**src/rtl/fetch_pkg.sv**
```systemverilog
// Shared types and constants for the instruction fetch front-end.
// Latency: n/a (types only).
// Backpressure: n/a.
// Contents: fetch_entry_t (PC-tagged instruction), INSTR_BYTES (PC step per fetch).
package fetch_pkg;

   typedef struct packed {
      logic [31:0] pc;
      logic [31:0] instr;
   } fetch_entry_t;

   localparam int INSTR_BYTES = 4;

endpackage

```
**src/rtl/instr_fetch_if.sv**
```systemverilog
// Program memory read bus between program_memory (PROVIDER) and instr_fetch (CONSUMER).
// Latency: fixed; data_valid follows an accepted read_request by the memory latency.
// Backpressure: none; the consumer limits requests by its own credit.
// Signals: addr/read_request (consumer -> memory), instr/data_valid (memory -> consumer).
interface program_memory_bus;
   logic [31:0] addr;
   logic        read_request;
   logic [31:0] instr;
   logic        data_valid;

   modport CONSUMER (output addr, output read_request, input instr, input data_valid);
   modport PROVIDER (input addr, input read_request, output instr, output data_valid);
endinterface

```
**src/rtl/fetch_fifo.sv**
```systemverilog
// Synchronous FIFO of PC-tagged instructions with a registered head entry.
// Latency: a push into an empty FIFO is visible at the head one cycle later.
// Backpressure: head is held stable until popped; flush beats push; pushes beyond DEPTH are ignored.
// Ports: clk_i, rst_i (sync, active-high); push_i/push_dat_i; pop_i; flush_i;
//        head_dat_o/head_vld_o (registered head); count_o (current occupancy).
module fetch_fifo
   import fetch_pkg::*;
#(
   parameter int DEPTH = 8
)(
   input  logic                   clk_i,
   input  logic                   rst_i,
   input  logic                   push_i,
   input  fetch_entry_t           push_dat_i,
   input  logic                   pop_i,
   input  logic                   flush_i,
   output fetch_entry_t           head_dat_o,
   output logic                   head_vld_o,
   output logic [$clog2(DEPTH):0] count_o
);
   localparam int AW = $clog2(DEPTH);

   fetch_entry_t  mem_q [DEPTH];
   fetch_entry_t  head_q, head_d;
   logic [AW-1:0] rd_ptr_q, rd_ptr_d;
   logic [AW-1:0] wr_ptr_q, wr_ptr_d;
   logic [AW:0]   count_q, count_d;
   logic [AW:0]   remain;
   logic          do_pop, do_push;

   always_comb begin
      do_pop   = pop_i && (count_q != '0);
      remain   = count_q - (AW+1)'(do_pop);
      do_push  = push_i && (remain < (AW+1)'(DEPTH));
      rd_ptr_d = rd_ptr_q + AW'(do_pop);
      wr_ptr_d = wr_ptr_q + AW'(do_push);
      count_d  = remain + (AW+1)'(do_push);
      head_d   = head_q;
      // The head register always mirrors the entry at the next read pointer;
      // when the FIFO would otherwise be empty the incoming entry bypasses storage.
      if (remain == '0) begin
         if (do_push) begin
            head_d = push_dat_i;
         end
      end else begin
         head_d = mem_q[rd_ptr_d];
      end
      if (flush_i) begin
         rd_ptr_d = '0;
         wr_ptr_d = '0;
         count_d  = '0;
         head_d   = head_q;
      end
   end

   always_ff @(posedge clk_i) begin
      if (rst_i) begin
         rd_ptr_q <= '0;
         wr_ptr_q <= '0;
         count_q  <= '0;
         head_q   <= '0;
      end else begin
         rd_ptr_q <= rd_ptr_d;
         wr_ptr_q <= wr_ptr_d;
         count_q  <= count_d;
         head_q   <= head_d;
      end
   end

   always_ff @(posedge clk_i) begin
      if (do_push && !flush_i) begin
         mem_q[wr_ptr_q] <= push_dat_i;
      end
   end

   assign head_dat_o = head_q;
   assign head_vld_o = (count_q != '0);
   assign count_o    = count_q;

endmodule

```
**src/rtl/instr_fetch.sv**
```systemverilog
// Instruction fetch: sequential PC fetch from program memory, PC tagging, buffering for decode.
// Latency: request to valid_out is MEM_LATENCY+1 cycles; redirect to new valid_out is MEM_LATENCY+2.
// Backpressure: ready_in low fills the FIFO; requests stop once buffered+in-flight reaches DEPTH.
// Ports: clk_in, rst_in (sync, active-high); mem (program_memory_bus.CONSUMER);
//        redirect_in/redirect_pc_in (flush and restart); instr_out/pc_out/valid_out/ready_in (decode side).
// Optional: INSTR_FETCH_PERF_EN adds fetched_count_out and flushed_count_out.
module instr_fetch
   import fetch_pkg::*;
#(
   parameter int          DEPTH       = 8,
   parameter int          MEM_LATENCY = 2,
   parameter logic [31:0] RESET_PC    = 32'h0
)(
   input  logic                       clk_in,
   input  logic                       rst_in,
   program_memory_bus.CONSUMER        mem,
   input  logic                       redirect_in,
   input  logic [31:0]                redirect_pc_in,
   output logic [31:0]                instr_out,
   output logic [31:0]                pc_out,
   output logic                       valid_out,
   input  logic                       ready_in
`ifdef INSTR_FETCH_PERF_EN
   ,
   output logic [31:0]                fetched_count_out,
   output logic [31:0]                flushed_count_out
`endif
);
   localparam int CW = $clog2(DEPTH) + 1;

   logic [31:0]          fetch_pc_q, fetch_pc_d;
   logic [31:0]          addr_q, addr_d;
   logic                 read_request_q, read_request_d;
   // Stage 0 of the tag pipeline is the request on the bus (read_request_q/addr_q);
   // stages 1..MEM_LATENCY are held here, stage MEM_LATENCY lines up with data_valid.
   logic [MEM_LATENCY:1] tag_live_q, tag_live_d;
   logic [31:0]          tag_pc_q [1:MEM_LATENCY];
   logic [CW-1:0]        fifo_count;
   logic [31:0]          live_count;
   logic [31:0]          occupancy;
   logic                 credit_ok;
   logic                 push;
   logic                 pop;
   fetch_entry_t         push_dat;
   fetch_entry_t         head_dat;

   always_comb begin
      live_count = {31'b0, read_request_q};
      for (int k = 1; k <= MEM_LATENCY; k++) begin
         live_count = live_count + {31'b0, tag_live_q[k]};
      end
      // Same-cycle pops are deliberately not credited.
      occupancy = 32'(fifo_count) + live_count;
      credit_ok = (occupancy < 32'(DEPTH));
   end

   always_comb begin
      read_request_d = 1'b0;
      addr_d         = addr_q;
      fetch_pc_d     = fetch_pc_q;
      tag_live_d     = '0;
      if (redirect_in) begin
         fetch_pc_d = {redirect_pc_in[31:2], 2'b00};
      end else begin
         tag_live_d[1] = read_request_q;
         for (int k = 2; k <= MEM_LATENCY; k++) begin
            tag_live_d[k] = tag_live_q[k-1];
         end
         if (credit_ok) begin
            read_request_d = 1'b1;
            addr_d         = fetch_pc_q;
            fetch_pc_d     = fetch_pc_q + 32'(INSTR_BYTES);
         end
      end
   end

   always_ff @(posedge clk_in) begin
      if (rst_in) begin
         fetch_pc_q     <= RESET_PC;
         addr_q         <= RESET_PC;
         read_request_q <= 1'b0;
         tag_live_q     <= '0;
      end else begin
         fetch_pc_q     <= fetch_pc_d;
         addr_q         <= addr_d;
         read_request_q <= read_request_d;
         tag_live_q     <= tag_live_d;
      end
   end

   // PC tags only matter while their live bit is set, so they need no reset.
   always_ff @(posedge clk_in) begin
      tag_pc_q[1] <= addr_q;
      for (int k = 2; k <= MEM_LATENCY; k++) begin
         tag_pc_q[k] <= tag_pc_q[k-1];
      end
   end

   assign mem.addr         = addr_q;
   assign mem.read_request = read_request_q;

   // Responses with a dead tag (flushed or pre-reset) are dropped here.
   assign push           = mem.data_valid && tag_live_q[MEM_LATENCY] && !redirect_in;
   assign push_dat.pc    = tag_pc_q[MEM_LATENCY];
   assign push_dat.instr = mem.instr;
   assign pop            = valid_out && ready_in;

   fetch_fifo #(.DEPTH(DEPTH)) u_fifo (
      .clk_i      (clk_in),
      .rst_i      (rst_in),
      .push_i     (push),
      .push_dat_i (push_dat),
      .pop_i      (pop),
      .flush_i    (redirect_in),
      .head_dat_o (head_dat),
      .head_vld_o (valid_out),
      .count_o    (fifo_count)
   );

   assign instr_out = head_dat.instr;
   assign pc_out    = head_dat.pc;

`ifdef INSTR_FETCH_PERF_EN
   logic [31:0] fetched_q, fetched_d;
   logic [31:0] flushed_q, flushed_d;

   always_comb begin
      fetched_d = fetched_q;
      flushed_d = flushed_q;
      if (push) begin
         fetched_d = fetched_q + 32'd1;
      end
      // Everything buffered or in flight at the redirect edge is discarded.
      if (redirect_in) begin
         flushed_d = flushed_q + occupancy;
      end
   end

   always_ff @(posedge clk_in) begin
      if (rst_in) begin
         fetched_q <= '0;
         flushed_q <= '0;
      end else begin
         fetched_q <= fetched_d;
         flushed_q <= flushed_d;
      end
   end

   assign fetched_count_out = fetched_q;
   assign flushed_count_out = flushed_q;
`endif

endmodule

```
**src/flat_wrapper.sv**
```systemverilog
// flat-port wrapper written by rule: the top's interface ports become plain ports
module instr_fetch_flat import fetch_pkg::*;
#(
   parameter int          DEPTH       = 8,
   parameter int          MEM_LATENCY = 2,
   parameter logic [31:0] RESET_PC    = 32'h0
)
  (clk_in, rst_in, redirect_in, redirect_pc_in, instr_out, pc_out, valid_out, ready_in, mem_addr, mem_read_request, mem_instr, mem_data_valid);
  program_memory_bus mem_i ();
  input  logic clk_in;
  input  logic rst_in;
  input  logic redirect_in;
  input  logic [31:0] redirect_pc_in;
  output logic [31:0] instr_out;
  output logic [31:0] pc_out;
  output logic valid_out;
  input  logic ready_in;
  output wire logic [$bits(mem_i.addr)-1:0] mem_addr;
  output wire logic [$bits(mem_i.read_request)-1:0] mem_read_request;
  input wire logic [$bits(mem_i.instr)-1:0] mem_instr;
  input wire logic [$bits(mem_i.data_valid)-1:0] mem_data_valid;
  assign mem_addr = mem_i.addr;
  assign mem_read_request = mem_i.read_request;
  assign mem_i.instr = mem_instr;
  assign mem_i.data_valid = mem_data_valid;
  instr_fetch #(.DEPTH(DEPTH), .MEM_LATENCY(MEM_LATENCY), .RESET_PC(RESET_PC)) u_core (.clk_in(clk_in), .rst_in(rst_in), .mem(mem_i), .redirect_in(redirect_in), .redirect_pc_in(redirect_pc_in), .instr_out(instr_out), .pc_out(pc_out), .valid_out(valid_out), .ready_in(ready_in));
endmodule
```
**config.mk**
```make
export PLATFORM = sky130hd
export DESIGN_NAME = instr_fetch_flat
export DESIGN_NICKNAME = d
export VERILOG_FILES = /design/src/rtl/fetch_pkg.sv /design/src/rtl/instr_fetch_if.sv /design/src/rtl/fetch_fifo.sv /design/src/rtl/instr_fetch.sv /design/src/flat_wrapper.sv
export SDC_FILE = /design/constraint.sdc
export NUM_CORES = 1
export LEC_CHECK = 0
export ABC_AREA = 1
export BUFFER_PORTS_ARGS = -buffer_cell sky130_fd_sc_hd__clkbuf_2
export CAP_MARGIN = 20
export CORE_MARGIN = 10
export CORE_UTILIZATION = 50
export CTS_BUF_LIST = sky130_fd_sc_hd__clkbuf_8
export CTS_CLUSTER_DIAMETER = 50
export DETAILED_ROUTE_END_ITERATION = 8
export PLACE_DENSITY_LB_ADDON = 0.3
export SETUP_SLACK_MARGIN = 0.3
export SYNTH_ARGS = -nofsm -noshare
export SYNTH_HDL_FRONTEND = slang
export SYNTH_SLANG_ARGS = --single-unit
```
**constraint.sdc**
```tcl
create_clock -name clk_in -period 13.6 [get_ports clk_in]
set_input_delay 2.72 -clock clk_in [delete_from_list [all_inputs] [get_ports clk_in]]
set_output_delay 2.72 -clock clk_in [all_outputs]
set_load 0.05 [all_outputs]
```
; ---- Yosys cells after proc, flatten, opt, wreduce, memory -nomap -nowiden
; Memories as Yosys holds them, arrays and structs flattened.
; Cells that the tools add are included.
[word_totals]
mem_count = 2
ramBits = 576
input_bits = 69
ff_bits = 141
wordCells = 44
[memory_table]
columns = memory, words, width, rd, rd_ports_with_merged_regs, wr, line_no
row1 = u_core.u_fifo.mem_q, 8, 64, 1, 0, 1, fetch_fifo.sv:23  ; fetch_entry_t mem_q [DEPTH];
row2 = u_core.tag_pc_q, 2, 32, 2, 0, 2, instr_fetch.sv:37  ; logic [31:0] tag_pc_q [1:MEM_LATENCY];
[op_classes]
addsub = 8
reduce_logical = 13
mux = 7
n_lt_le_gt_ge = 2
bitwise = 1
n_eq_ne = 1
[ops]
columns = op, count
row1 = $mux W64, 2
row2 = $mux W32, 2
row3 = $add A32 B1 Y32, 1
row4 = $add A32 B3 Y32 const B, 1
row5 = $add A4 B32 Y32, 1
row6 = $lt A32 B4 Y1 const B, 1
row7 = $add A3 B1 Y3, 2
row8 = $logic_and A1 B1 Y1, 6
row9 = $add A4 B1 Y4, 1
row10 = $logic_not A4 Y1, 1
row11 = $lt A4 B4 Y1 const B, 1
row12 = $reduce_and A2 Y1, 2
row13 = $reduce_bool A4 Y1, 1
row14 = $sub A4 B1 Y4, 1
row15 = $mux W1, 3
row16 = $add A1 B1 Y2, 1
row17 = $ne A2 B2 Y1 const B, 1
row18 = $reduce_bool A2 Y1, 1
row19 = $reduce_or A2 Y1, 1
row20 = $logic_not A1 Y1, 1
row21 = $not A1 Y1, 1

; ---- Logic depth before layout (Yosys ltp)
[depth]
word_depth = 9
depth_mapped = 16
mapped_depth_nobuf = 13

; ---- Modules after synthesis
; Synthesis repeated with hierarchy kept, for this count alone.
[unflattened]
cells_unflattened = 3030
area_unflattened_um2 = 29413.2
[modules_own_cells]
columns = module, area_per_inst_um2, cells_per_inst, seq_area_each_um2, instances
row1 = fetch_fifo, 24948.9, 2477, 16856.2, 1
row2 = instr_fetch, 4464.3, 553, 2462.4, 1

; ---- Worst setup path before layout
; No wires, ideal clock.
[synth_timing]
path_type = input-to-reg
startpoint = input ready_in
endpoint = memory u_core.u_fifo.mem_q[0][0] (netlist name) (enable)
setup_time_ps = 482
path_slack_ps = 6972
required_time_ps = 13118
path_stages = 7
arrival_time_ps = 6145
path_cell_list = and2_1 ha_1 nand4_1 nand2_1 nor2_1 nand2_1 nor2_1
[synth_between]
elab_chain_len = 8
[synth_rtl]
columns = element, line_no
row1 = start: declaration, flat_wrapper.sv:17  ; input logic ready_in;
row2 = $logic_and A1 B1 Y1, instr_fetch.sv:106  ; assign pop = valid_out && ready_in;
row3 = $logic_and A1 B1 Y1, fetch_fifo.sv:32  ; do_pop = pop_i && (count_q != '0);
row4 = $sub A4 B1 Y4, fetch_fifo.sv:33  ; remain = count_q - (AW+1)'(do_pop);
row5 = $lt A4 B4 Y1, fetch_fifo.sv:34  ; do_push = push_i && (remain < (AW+1)'(DEPTH));
row6 = $logic_and A1 B1 Y1, fetch_fifo.sv:34
row7 = $logic_and A1 B1 Y1, fetch_fifo.sv:71  ; if (do_push && !flush_i) begin
row8 = $mux W1, fetch_fifo.sv:71
row9 = $mux W1 (implied by the code), fetch_fifo.sv:72  ; mem_q[wr_ptr_q] <= push_dat_i;
row10 = end: declaration, fetch_fifo.sv:23
; Every way passes these cells.

; ---- Final worst setup path
[layout_timing]
startpoint = input redirect_in
endpoint = memory u_core.u_fifo.mem_q[1][63] (netlist name) (enable)
[layout_between]
elab_chain_len = 6
[layout_rtl]
columns = element, line_no
row1 = start: declaration, flat_wrapper.sv:12  ; input logic redirect_in;
row2 = $logic_not A1 Y1 *, "fetch_fifo.sv:71, instr_fetch.sv:103"
row3 = $logic_and A1 B1 Y1, instr_fetch.sv:103  ; assign push = mem.data_valid && tag_live_q[MEM_LATENCY] && !redirect_in;
row4 = $logic_and A1 B1 Y1, fetch_fifo.sv:34
row5 = $logic_and A1 B1 Y1 *, fetch_fifo.sv:71
row6 = $mux W1 *, fetch_fifo.sv:71
row7 = $mux W1 (implied by the code) *, fetch_fifo.sv:72
; Mark *: on every way between the ends. The rest lies on a longest branch, timed or not.

==> metrics <==
WL final=69700 um; final net count=just under 3000; Critical Path RT=13.92 ns; post_cts resized=0; Multi-input gate area=slightly below 0.008 sq mm; library cells used by synthesis=31; power density over the cells=about 130 mW/mm^2; Post-synth top cells=nor2_1 (753), edfxtp_1 (496), nand2_1 (362); Layout area overhead=12.2%; unrepaired setup endpoints after global routing=false; synthesized instance count=approximately 2800; vias in the first global route=between 15000 and 20000; Startpoint Class=primary input; Int Power=about 3.2 mW; Post-CTS Setup Bufs=0; Synth area leader=edfxtp_1; critical path arrival=between 5 and 6 ns; Mapped Area=between 0.02 and 0.03 sq mm; Setup WS post-layout=7.98 ns; total grt overflow=0; clk buf depth=3; initial antenna violation count=2; CP Class=primary input to flip-flop; Top FF cell, synth=edfxtp_1; clock-pin slew on the worst setup and hold paths=around 0.060 ns; fin. max-slew vios=0; Tcrit/Tclk final=roughly 41%; drt pass-1 iters=5; Syn Area/Cell=about 10 sq um; htree depth=3; M1 GR Usage=26.7%; CTS tree=done; Max-Cap Viols=0; Fin Setup TNS=0 ns; dpl hpwl=around 36000 um; # DRC=0; die area=about 0.065 sq mm; layout cells sized above 1=11.5%; Tot GR Track Use=approximately a fifth; antenna-violating nets left=0; fmax=around 180 MHz; post-synthesis async set-or-reset flop share=0%; Peak VDD IR=just under 0.00008 V; register area=0.0188 sq mm; CP max FO=between 50 and 60; worst slew pin tran=~1.1 ns; Yosys Warn Count=0; Clk pwr share=between 40% and 50%; area fraction of the dominant cell type after synthesis=a little over half; # clock sinks=691; DR WL/cell=18.6 um; Post-synth EDFFs=between 400 and 500; routed via count=around 20000; relative slew slack=approximately a quarter; Synth Register Bits=between 600 and 700; total power=approximately 4.1 mW; Hold Vio Cnt, Final=0; met3 usage=under 10%; dpl ws=around 7.2 ns; Clock Skews=about 0.036 ns; num rows=between 80 and 90; Via density=~5.3; Hold/Removal Path Class=flip-flop to flip-flop; Synth area leaders=edfxtp_1 (54%), dfxtp_1 (14%), nor2_1 (10%); run status=finished clean; Switching Share=between 20% and 30%; fillers=between 4000 and 5000; sequential share of power=between 50% and 60%; Die Wd=256 um; Psw=0.940 mW; largest net degree at the start of global routing=~160; GPL Wtd Cong=just over 0.9; Starting Density=between 50% and 60%; post-layout util=~57%; delay of the slowest critical-path stage=approximately 0.84 ns; Starting DRT DRC Count=around 1900; Core ar.=0.0551 sq mm; Ports=167; GRT met2 Usage=roughly a third; critical path's slowest cell=buf_4; clk root buf=clkbuf_8; P_leak=12.0 nW; Crit. End Element=flip-flop; top-count cell post-synth=nor2_1; TritonCTS buffer count=between 100 and 150; post-synthesis sequential area ratio=around two thirds; Final setup viols=0; gr busiest metal=met2; CP cell instances=clkbuf_2, inv_2, nand3_1, nor2_1, nand2_1, nor2_4, buf_4; combinational fraction of design power=3.3%; Die H=between 200 and 300 um; first-pass GRT wire length=roughly 110000 um; port bufs=160; final worst path period need=roughly 5.6 ns; Clock Latency Late Sink=between 0.7 and 0.8 ns; hold_buf cts=0
[worst max-delay path, delay by kind of cell]
family / cells / cell delay (ns)
and+or+nand+nor: 4 / 1.35
buffers and inverters: 3 / 1.79
[final timing paths]
path	startpoint	end	slack, ns	cells after the start
worst max-delay path	redirect_in	u_core.u_fifo.mem_q[1][63]	7.98	7
worst min-delay path	u_core.tag_pc_q[1][11]	u_core.tag_pc_q[2][11]	0.32	0
worst max register to register	u_core.u_fifo.count_o[2]	u_core.u_fifo.head_dat_o[44]	9.45	13
worst min register to register	u_core.tag_pc_q[1][11]	u_core.tag_pc_q[2][11]	0.32	0
[power by group through the flow]
stage / combinational (mW) / sequential, mW / clock (mW)
2_1_floorplan: 0.0599 / 2.37 / 0
3_3_place_gp: 0.133 / 2.35 / 0
3_5_place_dp: 0.137 / 2.35 / 0
4_1_cts: 0.137 / 2.31 / 1.71
5_1_grt: 0.150 / 2.31 / 1.81
6_report: 0.137 / 2.31 / 1.67
[cell type report]
type                    count  area share (%)
well taps                 748            3.00
repair buffers            181            3.11
multi-input cells        1789            25.2
clock inverters            89            1.42
clock buffers             122            5.39
diodes                      2          0.0161
flip-flops and latches    691            60.3
inverters                 129            1.60
[stage by stage]
stage	area, sq um	hold WS [ns]	instances
after global routing	31200	0.331	3751
after floorplan	27800	0.310	2772
final	31200	0.320	3751
after global placement	29000	0.311	3537
after detailed placement	29000	0.312	3537
after CTS	31100	0.324	3748
[sequential cells by signal, indices dropped and copies added, names as in the netlist]
signal,count
u_core.u_fifo.mem_q,496
u_core.fetch_pc_q,30
u_core.mem.read_request,1
u_core.u_fifo.head_dat_o,62
u_core.u_fifo.count_o,4
u_core.u_fifo.rd_ptr_q,3
u_core.u_fifo.wr_ptr_q,3
u_core.tag_pc_q,60
u_core.mem.addr,30
u_core.tag_live_q,2
[kinds of logic after synthesis]
group,after synthesis,share of synthesized area (%)
and+or+nand+nor,1347,19.3
DFF,691,67.7
AOI/OAI and AO/OA,410,7.40
buffers and inverters,292,4.53
xor gates and xnor gates,16,0.531
adders and majority gates,12,0.540
other,1,0.0135
[layer usage]
metal	vias to the layer above	routed length (um)
li1	9571	-
met3	132	5510
met5	-	0
met4	0	1700
met1	9453	29400
met2	798	33100
[placed cells by master (no fill, tap or decap), types with 2 or more instances in the layout]
master	instances
a21oi_1	38
a31oi_1	4
buf_4	20
bufinv_16	2
clkbuf_2	160
clkbuf_8	122
clkinv_1	19
clkinv_2	10
clkinv_4	2
clkinvlp_4	4
conb_1	4
dfxtp_1	195
diode_2	2
edfxtp_1	496
ha_1	10
ha_4	2
inv_1	171
inv_2	3
inv_4	2
inv_6	4
nand2_1	361
nand2_4	2
nand3_1	218
nand4_1	6
nor2_1	745
nor2_4	9
nor3_1	3
o21ai_0	321
o21ai_1	47
xnor2_1	4
xor2_1	11
Note: power is estimated with default switching activity, not from simulation.
